===== src/rtl/ssd_scan_ctrl_pkg.sv =====
// -----------------------------------------------------------------------------
// ssd_scan_ctrl_pkg
// Shared constants and helpers for the seven-segment scan controller.
//   SSD_N_DIGITS         number of multiplexed digit positions
//   SSD_ALL_OFF          active-low digit-enable pattern with every digit dark
//   SSD_SCAN_DIV_DEFAULT default clk cycles per digit slot (1 kHz/digit at 100 MHz)
//   SSD_DIV_W_DEFAULT    default prescaler width matching the default divider
//   slot_blank()         leading-zero blanking decision for one digit slot
// -----------------------------------------------------------------------------
package ssd_scan_ctrl_pkg;

    localparam int         SSD_N_DIGITS         = 4;
    localparam logic [3:0] SSD_ALL_OFF          = 4'b1111;
    localparam int         SSD_SCAN_DIV_DEFAULT = 100000;
    localparam int         SSD_DIV_W_DEFAULT    = 17;

    // A slot is blanked when leading-zero suppression is on and every nibble
    // from that slot up to the leftmost digit is zero. Digit0 is always shown
    // so that an all-zero value still displays a single "0".
    function automatic logic slot_blank(
        input logic [15:0] frame,
        input logic [1:0]  idx,
        input logic        blank_lz
    );
        logic z3;
        logic z2;
        logic z1;
        logic blank;
        z3 = (frame[15:12] == 4'h0);
        z2 = (frame[11:8]  == 4'h0);
        z1 = (frame[7:4]   == 4'h0);
        case (idx)
            2'd3:    blank = z3;
            2'd2:    blank = z3 & z2;
            2'd1:    blank = z3 & z2 & z1;
            default: blank = 1'b0;
        endcase
        return blank_lz & blank;
    endfunction

endpackage


===== src/rtl/ssd_scan_ctrl_prescaler.sv =====
// -----------------------------------------------------------------------------
// scan_prescaler
// Free-running slot prescaler shared by display scan blocks. Counts
// 0..SCAN_DIV-1 while enabled and pulses tick on the last count of each slot.
// When disabled the count is frozen so a scan resumes exactly where it stopped.
//   clk   in  1  system clock
//   rst_n in  1  synchronous active-low reset (count returns to 0)
//   en    in  1  count enable
//   tick  out 1  high for the final cycle of a slot (only while enabled)
// -----------------------------------------------------------------------------
module scan_prescaler #(
    parameter int SCAN_DIV = 100000,
    parameter int DIV_W    = 17
) (
    input  logic clk,
    input  logic rst_n,
    input  logic en,
    output logic tick
);

    localparam logic [DIV_W-1:0] CNT_LAST = DIV_W'(SCAN_DIV - 1);
    localparam logic [DIV_W-1:0] CNT_ONE  = DIV_W'(1);

    logic [DIV_W-1:0] cnt;

    assign tick = en && (cnt == CNT_LAST);

    // Slot counter: wraps at SCAN_DIV-1, holds while disabled.
    always_ff @(posedge clk) begin
        if (!rst_n) begin
            cnt <= '0;
        end else if (en) begin
            if (cnt == CNT_LAST) begin
                cnt <= '0;
            end else begin
                cnt <= cnt + CNT_ONE;
            end
        end else begin
            cnt <= cnt;
        end
    end

endmodule


===== src/rtl/ssd_scan_ctrl.sv =====
// -----------------------------------------------------------------------------
// ssd_scan_ctrl
// Four-digit seven-segment scan controller feeding a BCD->segment decoder.
// Time-multiplexes a latched copy of the packed digits onto one BCD nibble,
// drives one-cold active-low digit enables and an active-low decimal point,
// and optionally blanks leading zeros. The digit vector is re-latched only at
// frame boundaries so a value never tears across one scan.
//   clk      in  1   system clock
//   rst_n    in  1   synchronous active-low reset
//   en       in  1   1 = scanning, 0 = hold position with all digits dark
//   digits   in  16  packed BCD, [3:0] = rightmost digit0
//   dp_sel   in  4   decimal point request per digit position
//   blank_lz in  1   suppress leading zeros (digit0 never blanked)
//   bcd      out 4   current digit nibble (registered)
//   ssd_ctl  out 4   one-cold active-low digit enables (registered)
//   dp_n     out 1   active-low decimal point for current digit (registered)
// -----------------------------------------------------------------------------
module ssd_scan_ctrl
    import ssd_scan_ctrl_pkg::*;
#(
    parameter int SCAN_DIV = SSD_SCAN_DIV_DEFAULT,
    parameter int DIV_W    = SSD_DIV_W_DEFAULT
) (
    input  logic        clk,
    input  logic        rst_n,
    input  logic        en,
    input  logic [15:0] digits,
    input  logic [3:0]  dp_sel,
    input  logic        blank_lz,
    output logic [3:0]  bcd,
    output logic [3:0]  ssd_ctl,
    output logic        dp_n
);

    logic        tick;
    logic [1:0]  idx;
    logic [15:0] frame;
    logic        primed;
    logic        frame_load;
    logic        lit;
    logic [3:0]  ctl_next;
    logic        dp_next;
    logic [3:0]  bcd_next;

    scan_prescaler #(
        .SCAN_DIV (SCAN_DIV),
        .DIV_W    (DIV_W)
    ) u_prescaler (
        .clk   (clk),
        .rst_n (rst_n),
        .en    (en),
        .tick  (tick)
    );

    // Reload the frame while idle, on the first enabled cycle after reset,
    // or as the last slot ends, so a new value always starts at digit0.
    assign frame_load = !en || !primed || (tick && (idx == 2'd3));

    // Slot index advances once per prescaler tick and wraps 3 -> 0.
    always_ff @(posedge clk) begin
        if (!rst_n) begin
            idx <= 2'd0;
        end else if (tick) begin
            idx <= idx + 2'd1;
        end else begin
            idx <= idx;
        end
    end

    // Tear-free frame latch and first-enable tracking.
    always_ff @(posedge clk) begin
        if (!rst_n) begin
            frame  <= 16'h0000;
            primed <= 1'b0;
        end else begin
            frame  <= frame_load ? digits : frame;
            primed <= primed | en;
        end
    end

    // Next output values for the current slot; blanked or disabled slots stay dark.
    always_comb begin
        lit      = 1'b0;
        ctl_next = SSD_ALL_OFF;
        dp_next  = 1'b1;
        bcd_next = frame[{idx, 2'b00} +: 4];
        lit      = en && !slot_blank(frame, idx, blank_lz);
        if (lit) begin
            ctl_next = ~(4'b0001 << idx);
            dp_next  = ~dp_sel[idx];
        end else begin
            ctl_next = SSD_ALL_OFF;
            dp_next  = 1'b1;
        end
    end

    // Registered outputs, one clock behind the slot index.
    always_ff @(posedge clk) begin
        if (!rst_n) begin
            bcd     <= 4'h0;
            ssd_ctl <= SSD_ALL_OFF;
            dp_n    <= 1'b1;
        end else begin
            bcd     <= bcd_next;
            ssd_ctl <= ctl_next;
            dp_n    <= dp_next;
        end
    end

endmodule

===== config.mk =====
export PLATFORM = sky130hd
export DESIGN_NAME = ssd_scan_ctrl
export DESIGN_NICKNAME = d
export VERILOG_FILES = /design/src/rtl/ssd_scan_ctrl_pkg.sv /design/src/rtl/ssd_scan_ctrl_prescaler.sv /design/src/rtl/ssd_scan_ctrl.sv
export SDC_FILE = /design/constraint.sdc
export NUM_CORES = 1
export LEC_CHECK = 0
export BUFFER_PORTS_ARGS = -buffer_cell sky130_fd_sc_hd__buf_2
export CELL_PAD_IN_SITES_DETAIL_PLACEMENT = 0
export CELL_PAD_IN_SITES_GLOBAL_PLACEMENT = 2
export CORE_MARGIN = 1
export CORE_UTILIZATION = 37
export CTS_CLUSTER_DIAMETER = 200
export DETAILED_ROUTE_END_ITERATION = 8
export GPL_TIMING_DRIVEN = 0
export HOLD_SLACK_MARGIN = 0.1
export PLACE_DENSITY = 0.85
export SLEW_MARGIN = 20
export SYNTH_ARGS = -nofsm -noshare
export SYNTH_HDL_FRONTEND = slang
export SYNTH_SLANG_ARGS = --single-unit
export TNS_END_PERCENT = 20

===== constraint.sdc =====
create_clock -name clk -period 5.77 [get_ports clk]
set_input_delay 1.154 -clock clk [delete_from_list [all_inputs] [get_ports clk]]
set_output_delay 1.154 -clock clk [all_outputs]
set_load 0.02 [all_outputs]

==> results.toml <==
[run_status]
outcome = "finished, final reports clean"

[detailed_routing]
drt_wl_total_um = 5960
drc = 0
vias = 2123
ant_nets = 0
first_pass_iters = 4
vias_per_cell = 5.65
wl_per_cell_um = 15.8
drt_first_iter_violations = 87

[synth]
yosysWarningCount = 0
ys_seq_area_share_pct = 39.4
async_flop_share_pct = 0
avgSynthCellArea_um2 = 8.72
synth_fp_nets = 292
synth.distinct_cells = 34
synthFlopType = "dfxtp_1"
syn_inst = 262
synth-seq-cells = 45
synthesis.area_um2 = 2290
synth_edf_count = 0

[layout]
diodes = 0
postLayoutCoreUtil_pct = 44.0
drive_gt1_share_pct = 17.3
fin_nets = 330
area_delta_synth_final_pct = 14.7
n_fill_cell = 628

[cts]
cts_max_level = 2
cts_sinks = 45
root_buffer = "clkbuf_8"
clk_latency_ps = 300
cts_buffers = 5
post_cts_buffers = 0
clk_pin_slew_ps = 100
cts_resized = 0
postCtsHoldBufs = 0
clockBufferDepth = 2
cts_tree = "yes"

[die]
design.core.area_um2 = 5960
ios = 33
die_h_um = 80.6
start_util_pct = 38.4
std_cell_rows = 28
die_area_um2 = 6500
die_x_um = 80.6

[sta]
slew_violations = 0
tightest_slew_ps = 543
finalHoldViolations = 0
period_share_pct = 40.0
final-setup-viol-count = 0
min_period_ps = 2310
fmaxAchievable_ghz = 0.433
tns_ps = 0
skew_ps = 11.5
maxSlewHeadroom_pct = 63.8
rsz0062_at_grt = "false"

[grt]
antenna_found_initial = 0
grt_max_degree = 15
grt_pass1_wl_um = 9930
gr-total-overflow = 0
grt_use_total_pct = 20.3
grt_pass1_vias = 1991

[setup_path]
path_cells = "buf_2, nand2_1, clkbuf_1, clkbuf_1, a31oi_1, o311ai_0"
crit_fanout = 10
worstSetupEndpointType = "flop"
path_common_cell = "clkbuf_1"
arrival_ps = 2490
path_depth = 6
start_kind = "primary input"
reg2regPathDepth = 5
worst_path_max_delay_cell = "clkbuf_1"
crit_buf_inv = 3
crit_required_ps = 5950
cp_slowest_stage_delay_ps = 460
critPathTopFamily = "buffers and inverters"
path_class = "primary input to flop"

[run]
drv_cap = 0

[power]
peakVddDrop_uv = 94.6
p_per_area_nw_per_um2 = 225
leakagePower_nw = 0.880

[hold_path]
min_path_type = "flop to flop"
whs_path_depth = 1

[place]
portBuffers = 31
place_congestion = 0.767
dpl.hpwl_um = 4310
[placed cells by master, fill, tap and decap left out, drive strengths merged, types with 4 or more instances in the layout]
cell type and n:
nor2 16, xnor2 10, mux4 5, nor4 8, xor2 4, nand3 8
dfxtp 45, nand2 29, a31oi 16, nand4 26, nor3 19, ha 6
and2 6, o311ai 16, buf 37, clkbuf 24
[worst paths after layout]
| check | startpoint | end | slack [ps] |
|---|---|---|---|
| setup / recovery | en | frame[6] | 3460 |
| hold / removal | primed | primed | 460 |
| setup reg to reg | u_prescaler.cnt[5] | frame[6] | 3690 |
| hold reg to reg | primed | primed | 460 |
[synthesized netlist by cell type (2+ instances only)]
cell	number	area share (%)
o311ai_0	13	5.0
nor4_1	7	1.9
nand4_1	26	7.1
o21ai_0	2	0.44
or4_1	2	0.66
nand2_1	28	4.6
clkbuf_1	19	3.1
or3_1	3	0.82
mux4_2	5	4.9
inv_1	3	0.49
xor2_1	4	1.5
nor2_1	16	2.6
a21oi_1	3	0.66
dfxtp_1	45	39
ha_1	6	3.3
and2_1	6	1.6
o311ai_1	3	1.1
a31oi_1	16	4.4
xnor2_1	10	3.8
nor3_1	19	4.2
mux2i_1	3	1.3
buf_2	2	0.44
nand3_1	8	1.8
buf_4	3	0.99
[per-stage QoR]
stage                     hold slack, ps  area [um^2]  setup WS, ps  total power [mW]  std cells
after global placement               440         2530          3170             0.400        368
after floorplan                      428         2290          3580             0.375        262
after detailed placement             444         2530          3170             0.400        368
after CTS                            468         2620          3490             0.591        376
final                                464         2620          3460             0.589        376
after global routing                 512         2620          3350             0.614        376
[registers in the layout, summed over array words and instances (netlist names)]
signal           flops
u_prescaler.cnt     17
frame               16
bcd                  4
ssd_ctl              4
idx                  2
dp_n                 1
primed               1
[metal layers]
metal	vias up	part of all wire, %	GRT usage (%)
met5	-	0	0
met4	0	1.5	6.61
met2	66	44	31.7
li1	1061	-	-
met3	8	5.8	5.80
met1	988	49	26.6
[logic make-up (layout without fill, tap and decap cells)]
kind of cell,count (synthesis),count (layout),synth area share (%)
simple gates,121,121,27.8
flops,45,45,39.4
buf+inv,28,67,5.20
xor+xnor,14,14,5.36
compound gates,40,40,12.8
mux,8,8,6.24
fa+ha+maj,6,6,3.28
[power by group]
group | internal (mW) | leakage, nW | switching [mW]
logic | 0.0250 | 0.468 | 0.0354
registers | 0.323 | 0.369 | 0.00933
clock network | 0.0838 | 0.0439 | 0.112
total | 0.432 | 0.880 | 0.156
[area by class of cell]
| class | count | area [um^2] | share of cell area [%] |
|---|---|---|---|
| Buffer | 25 | 108 | 4.11 |
| Clock buffer | 5 | 68.8 | 2.63 |
| Clock inverter | 3 | 17.5 | 0.668 |
| Inverter | 3 | 11.3 | 0.430 |
| Multi-Input combinational cell | 189 | 1270 | 48.3 |
| Sequential cell | 45 | 901 | 34.4 |
| Tap cell | 75 | 93.8 | 3.58 |
| Timing Repair Buffer | 31 | 155 | 5.92 |
Power figures use the tool's default switching activity.
